## src/rtl/hazard_ctrl.sv

```systemverilog
// hazard_ctrl: interlock and forwarding scheduler beside the ID stage.
// Tracks the EXE/MEM destination registers in a small scoreboard and drives
// operand forwarding selects, load-use stalls, redirect flushes and the
// global freeze for external memory wait.
// Optional: define HAZ_STATS_EN to add saturating stall/flush/freeze counters.
module hazard_ctrl #(
    parameter int RA_W   = 5,
    parameter int STAT_W = 16
) (
    input  logic            clk,
    input  logic            clrn,
    input  logic [RA_W-1:0] id_rs,
    input  logic [RA_W-1:0] id_rt,
    input  logic            id_use_rs,
    input  logic            id_use_rt,
    input  logic            id_wreg,
    input  logic            id_m2reg,
    input  logic [RA_W-1:0] id_rn,
    input  logic [1:0]      pcsource,
    input  logic            ext_stall,
`ifdef HAZ_STATS_EN
    output logic [STAT_W-1:0] stall_cnt,
    output logic [STAT_W-1:0] flush_cnt,
    output logic [STAT_W-1:0] freeze_cnt,
`endif
    output logic            wpcir,
    output logic            bubble,
    output logic            flush_ifid,
    output logic            pipe_en,
    output logic [1:0]      fwda,
    output logic [1:0]      fwdb
);

    typedef enum logic [1:0] {
        RUN    = 2'd0,
        STALL  = 2'd1,
        FREEZE = 2'd2
    } state_t;

    state_t r_state, w_state_nxt;

    // scoreboard: destination info of the instructions now in EXE and MEM
    logic            r_ex_wreg, r_ex_m2reg;
    logic [RA_W-1:0] r_ex_rn;
    logic            r_mm_wreg, r_mm_m2reg;
    logic [RA_W-1:0] r_mm_rn;

    logic w_lu;
    logic w_redirect;
    logic w_ex_valid, w_mm_valid;

    // register 0 is hard-wired, so a write to it never creates a dependency
    assign w_ex_valid = r_ex_wreg && (r_ex_rn != '0);
    assign w_mm_valid = r_mm_wreg && (r_mm_rn != '0);
    assign w_redirect = |pcsource;

    // load in EXE whose result the ID instruction needs: data not yet available
    assign w_lu = w_ex_valid && r_ex_m2reg &&
                  ((id_use_rs && (r_ex_rn == id_rs)) ||
                   (id_use_rt && (r_ex_rn == id_rt)));

    // operand forwarding; EXE beats MEM because it holds the youngest value
    always_comb begin
        fwda = 2'b00;
        fwdb = 2'b00;
        if (clrn) begin
            if (id_use_rs && w_ex_valid && !r_ex_m2reg && (r_ex_rn == id_rs))
                fwda = 2'b01;
            else if (id_use_rs && w_mm_valid && (r_mm_rn == id_rs))
                fwda = r_mm_m2reg ? 2'b11 : 2'b10;

            if (id_use_rt && w_ex_valid && !r_ex_m2reg && (r_ex_rn == id_rt))
                fwdb = 2'b01;
            else if (id_use_rt && w_mm_valid && (r_mm_rn == id_rt))
                fwdb = r_mm_m2reg ? 2'b11 : 2'b10;
        end
    end

    // pipeline control; priority is freeze, then load-use, then redirect flush
    always_comb begin
        wpcir      = 1'b1;
        pipe_en    = 1'b1;
        bubble     = 1'b0;
        flush_ifid = 1'b0;
        if (clrn) begin
            if (ext_stall) begin
                wpcir   = 1'b0;
                pipe_en = 1'b0;
            end else if (w_lu) begin
                // branch operands are not ready; the redirect re-evaluates next cycle
                wpcir  = 1'b0;
                bubble = 1'b1;
            end else if (w_redirect) begin
                flush_ifid = 1'b1;
            end
        end
    end

    // next-state: stall is a single cycle, freeze holds while memory waits
    always_comb begin
        w_state_nxt = r_state;
        case (r_state)
            RUN: begin
                if (ext_stall)  w_state_nxt = FREEZE;
                else if (w_lu)  w_state_nxt = STALL;
            end
            STALL:  w_state_nxt = RUN;
            FREEZE: begin
                if (!ext_stall) w_state_nxt = RUN;
            end
            default: w_state_nxt = RUN;
        endcase
    end

    // state register
    always_ff @(posedge clk or negedge clrn) begin
        if (!clrn) r_state <= RUN;
        else       r_state <= w_state_nxt;
    end

    // scoreboard shift; a bubble enters EXE as a no-write instruction
    always_ff @(posedge clk or negedge clrn) begin
        if (!clrn) begin
            r_ex_wreg  <= 1'b0;
            r_ex_m2reg <= 1'b0;
            r_ex_rn    <= '0;
            r_mm_wreg  <= 1'b0;
            r_mm_m2reg <= 1'b0;
            r_mm_rn    <= '0;
        end else if (pipe_en) begin
            r_ex_wreg  <= bubble ? 1'b0 : id_wreg;
            r_ex_m2reg <= bubble ? 1'b0 : id_m2reg;
            r_ex_rn    <= bubble ? '0   : id_rn;
            r_mm_wreg  <= r_ex_wreg;
            r_mm_m2reg <= r_ex_m2reg;
            r_mm_rn    <= r_ex_rn;
        end
    end

`ifdef HAZ_STATS_EN
    logic [STAT_W-1:0] r_stall_cnt, r_flush_cnt, r_freeze_cnt;

    // saturating event counters
    always_ff @(posedge clk or negedge clrn) begin
        if (!clrn) begin
            r_stall_cnt  <= '0;
            r_flush_cnt  <= '0;
            r_freeze_cnt <= '0;
        end else begin
            if (bubble && (r_stall_cnt != '1))
                r_stall_cnt <= r_stall_cnt + 1'b1;
            if (flush_ifid && (r_flush_cnt != '1))
                r_flush_cnt <= r_flush_cnt + 1'b1;
            if (ext_stall && (r_freeze_cnt != '1))
                r_freeze_cnt <= r_freeze_cnt + 1'b1;
        end
    end

    assign stall_cnt  = r_stall_cnt;
    assign flush_cnt  = r_flush_cnt;
    assign freeze_cnt = r_freeze_cnt;
`endif

endmodule

```

## config.mk

```make
export PLATFORM = sky130hd
export DESIGN_NAME = hazard_ctrl
export DESIGN_NICKNAME = d
export VERILOG_FILES = /design/src/rtl/hazard_ctrl.sv
export SDC_FILE = /design/constraint.sdc
export NUM_CORES = 1
export LEC_CHECK = 0
export CORE_MARGIN = 2
export CORE_UTILIZATION = 44
export CTS_CLUSTER_SIZE = 40
export DETAILED_ROUTE_END_ITERATION = 7
export HOLD_SLACK_MARGIN = 0.1
export PLACE_DENSITY_LB_ADDON = 0.2
export RECOVER_POWER = 100
export SYNTH_ARGS = -nofsm -noshare
export SYNTH_HDL_FRONTEND = slang
export SYNTH_SLANG_ARGS = --single-unit
```

## constraint.sdc

```tcl
create_clock -name clk -period 2.1 [get_ports clk]
set_input_delay 0.21 -clock clk [delete_from_list [all_inputs] [get_ports clk]]
set_output_delay 0.21 -clock clk [all_outputs]
set_load 0.05 [all_outputs]
```

==> summary.txt <==
Power Dens Cells -> 480 nW/um^2
Final worst setup slack -> -53.8 ps
Vias in the first global route -> 938
Sequential-to-total area share from yosys stat -> 37.3%
DRC errors left -> 0
I/O Pins -> 32
Least-Margin Pin Slew -> 681 ps
DRT antenna net count -> 0
Worst setup EP type -> output pin
DP Wirelength -> 1780 um
Mapped cell area -> 938 sq um
Synth cell types -> 23
# clock sinks -> 14
Failing checks -> negative setup slack
Via-per-instance ratio -> 4.99
Sw Pwr -> 227 uW
Reg2reg start -> r_ex_rn[1]
Synthesized net count -> 136
Synth warn -> 0
Peak supply drop -> 0.000431 V
Max cap viols -> 0
Via count -> 903
Fraction of power consumed by combinational cells -> 34.2%
Mux contribution to synthesized area -> 0%
Wirelength per Cell -> 13.5 um
Worst EP arrival -> 1940 ps
Placeable Area -> 1980 sq um
Synthesized instance count -> 112
Placed cells -> 171
Largest family of logic cells by synthesized area -> simple AND/OR/NAND/NOR gates
IO Port Bufs -> 31
Die area -> 2520 sq um
Placed cell areas -> 1390 sq um
Initial Util -> 47.3%
Ant diodes -> 0
Initial antenna violation count -> 0
Post-route design area -> 1510 sq um
Yosys reg bits -> 14
Remaining global-route overflow -> 0
Worst Hold Class -> primary input to asynchronous set/reset pin
P_leak -> 0.655 nW
CTS tree -> done
Drt total wl -> 2450 um
RSZ-0062 raised after global routing -> yes
Fin. max-slew vios -> 0
Critical Path Fanout Max -> 5
R2R Path End -> r_ex_rn[1]
CTS Buf Count -> 3
Setup-failing EPs final -> 6
Wire length of the first global-routing pass -> 4150 um
Layout fillers -> 134
Compound-Gate Fraction of Synth Area -> 13.9%
Clock share of power -> 21.3%
Worst Skew -> 2.89 ps
# rows -> 16
Share of power burned in registers -> 44.5%
Post-Synth Simple-Gate Area -> 26.7%
Die Y -> 50.2 um
Clock Latency Late Sink -> 290 ps
Worst-path clk slew -> 80 ps
Final hold violations -> 0
Synth area leader -> dfrtp_1
Fin crit share -> 103%
Relative slew slack -> 54.6%
Top post-synthesis cells by area -> dfrtp_1 37%, nand2_1 15%, xnor2_1 11%
Layout area overhead -> 61.2%
Sw frac -> 31.3%
CP Launch Type -> register
Adder-cell area share of the yosys netlist -> 0%
Htree depth -> 1
XOR/XNOR Fraction of Synth Area -> 18.7%
DR iter-0 viols -> 16
Die X -> 50.2 um
Min Tclk post-route -> 2150 ps
RD Place Congestion -> 0.781
DR pass1 iterations -> 4
Internal power -> 499 uW
Root buffer cell -> clkbuf_4
Crit Path Category -> register to output pin
Layout Cells excl Fill -> 181
Worst Path Required -> 1890 ps
Clk buf depth -> 2
Area share of the largest cell type after synthesis -> 37.3%
Reg-to-reg slack, setup -> 300 ps
Tot GR Track Use -> 21.8%
Final net count -> 180
Outcome -> finished with violations
Avg Inst Size Synth -> 8.38 sq um
Highest clock rate -> 464 MHz
Reg2reg path depth -> 7
Largest net degree at the start of global routing -> 16
Fraction of layout cells with a size suffix above 1 -> 30.5%
==> final cells by class <==
class,instances,area (sq um),area share [%]
clock buffer,3,22.5,1.49
timing repair buffer,44,477,31.5
tap,27,33.8,2.23
sequential,14,353,23.3
multi-input combinational,90,616,40.7
inverter,3,11.3,0.744
==> Yosys cell counts <==
cell type and instances:
and2_1 3, and3_1 2, buf_2 2, clkbuf_1 3, dfrtp_1 14, inv_1 2
inv_2 1, nand2_1 38, nand4_1 2, nor2_1 2, nor3_1 3, nor4_1 2
nor4b_2 1, o211a_4 1, o211ai_1 1, o21ai_1 4, o21ai_2 6, o22ai_2 1
o311a_1 2, or3_1 1, or4_1 1, xnor2_1 12, xor2_1 8
==> through the flow <==
stage          hold slack [ps]  utilization (%)  TNS, ps  total power [mW]  setup slack (ps)
6_report                   206             76.3     -164             0.725             -53.8
5_1_grt                    198             76.3     -769             0.775              -137
4_1_cts                    137             75.3    -80.9             0.715             -44.9
2_1_floorplan            -85.6                -        0             0.443              21.2
3_3_place_gp               447             70.1        0             0.538              35.8
3_5_place_dp               445             70.1        0             0.544              26.4
==> cell usage in the layout, fill, tap and decap left out, types with 2 or more instances in the layout <==
cell type,Yosys,layout
nand2_2,0,2
xnor2_1,12,12
dfrtp_1,14,12
buf_6,0,2
inv_1,2,2
nand4_1,2,2
and2_4,0,2
nor4_1,2,2
xor2_1,8,8
and3_2,0,2
clkdlybuf4s50_1,0,22
nand2_1,38,36
buf_4,0,10
dfrtp_2,0,2
clkbuf_4,0,3
o21ai_2,6,5
o21ai_0,0,3
buf_12,0,7
nor3_2,0,3
==> power by group through the flow <==
stage	Clock (mW)	Sequential [mW]	Combinational, mW
after floorplan	0	0.323	0.121
after global placement	0	0.331	0.207
after detailed placement	0	0.332	0.211
after CTS	0.153	0.321	0.241
after global routing	0.176	0.327	0.272
final	0.155	0.323	0.248
==> registers in the layout, summed over array words and instances (netlist names) <==
signal	cells
r_ex_rn	5
r_mm_rn	5
r_ex_m2reg	1
r_ex_wreg	1
r_mm_m2reg	1
r_mm_wreg	1
==> per-layer routing <==
metal | track usage [%] | share of wire, % | vias to the layer above
met5 | 0 | 0 | -
met4 | 6.94 | 1.0 | 0
met3 | 2.98 | 4.4 | 2
met2 | 37.9 | 50 | 25
met1 | 27.7 | 45 | 421
li1 | - | - | 455
==> worst max-delay path, cell delays in order (launching register included) <==
cell and delay, ps:
dfrtp_2 450, or3_4 350, o311a_4 340, o21ai_4 70, nor4b_4 260, buf_12 180
==> logic make-up (layout without fill, tap and decap cells) <==
family                 Yosys count  in the layout
XOR/XNOR                        20             20
AO/OA/AOI/OAI                   15             15
flip-flops                      14             14
AND/OR/NAND/NOR                 55             55
buffers and inverters            8             50
==> worst max path at each step <==
stage	startpoint	end	slack (ps)	depth (start not counted)
floorplan	r_ex_rn[3]	fwdb[0]	20	6
global placement	id_rt[3]	bubble	40	7
detailed placement	id_rt[3]	bubble	30	7
CTS	r_ex_rn[4]	flush_ifid	-40	5
global route	r_ex_rn[4]	flush_ifid	-140	5
finish	r_ex_rn[4]	flush_ifid	-50	5
==> what timing repair did <==
item | 4_1_cts | 5_1_grt
hold buffers | 0 | 0
setup endpoints to repair | 7 | 7
pin swaps | 12 | 7
buffers inserted | 4 | 3
gates resized for setup | 12 | 7
(Power assumes the default switching activity.)
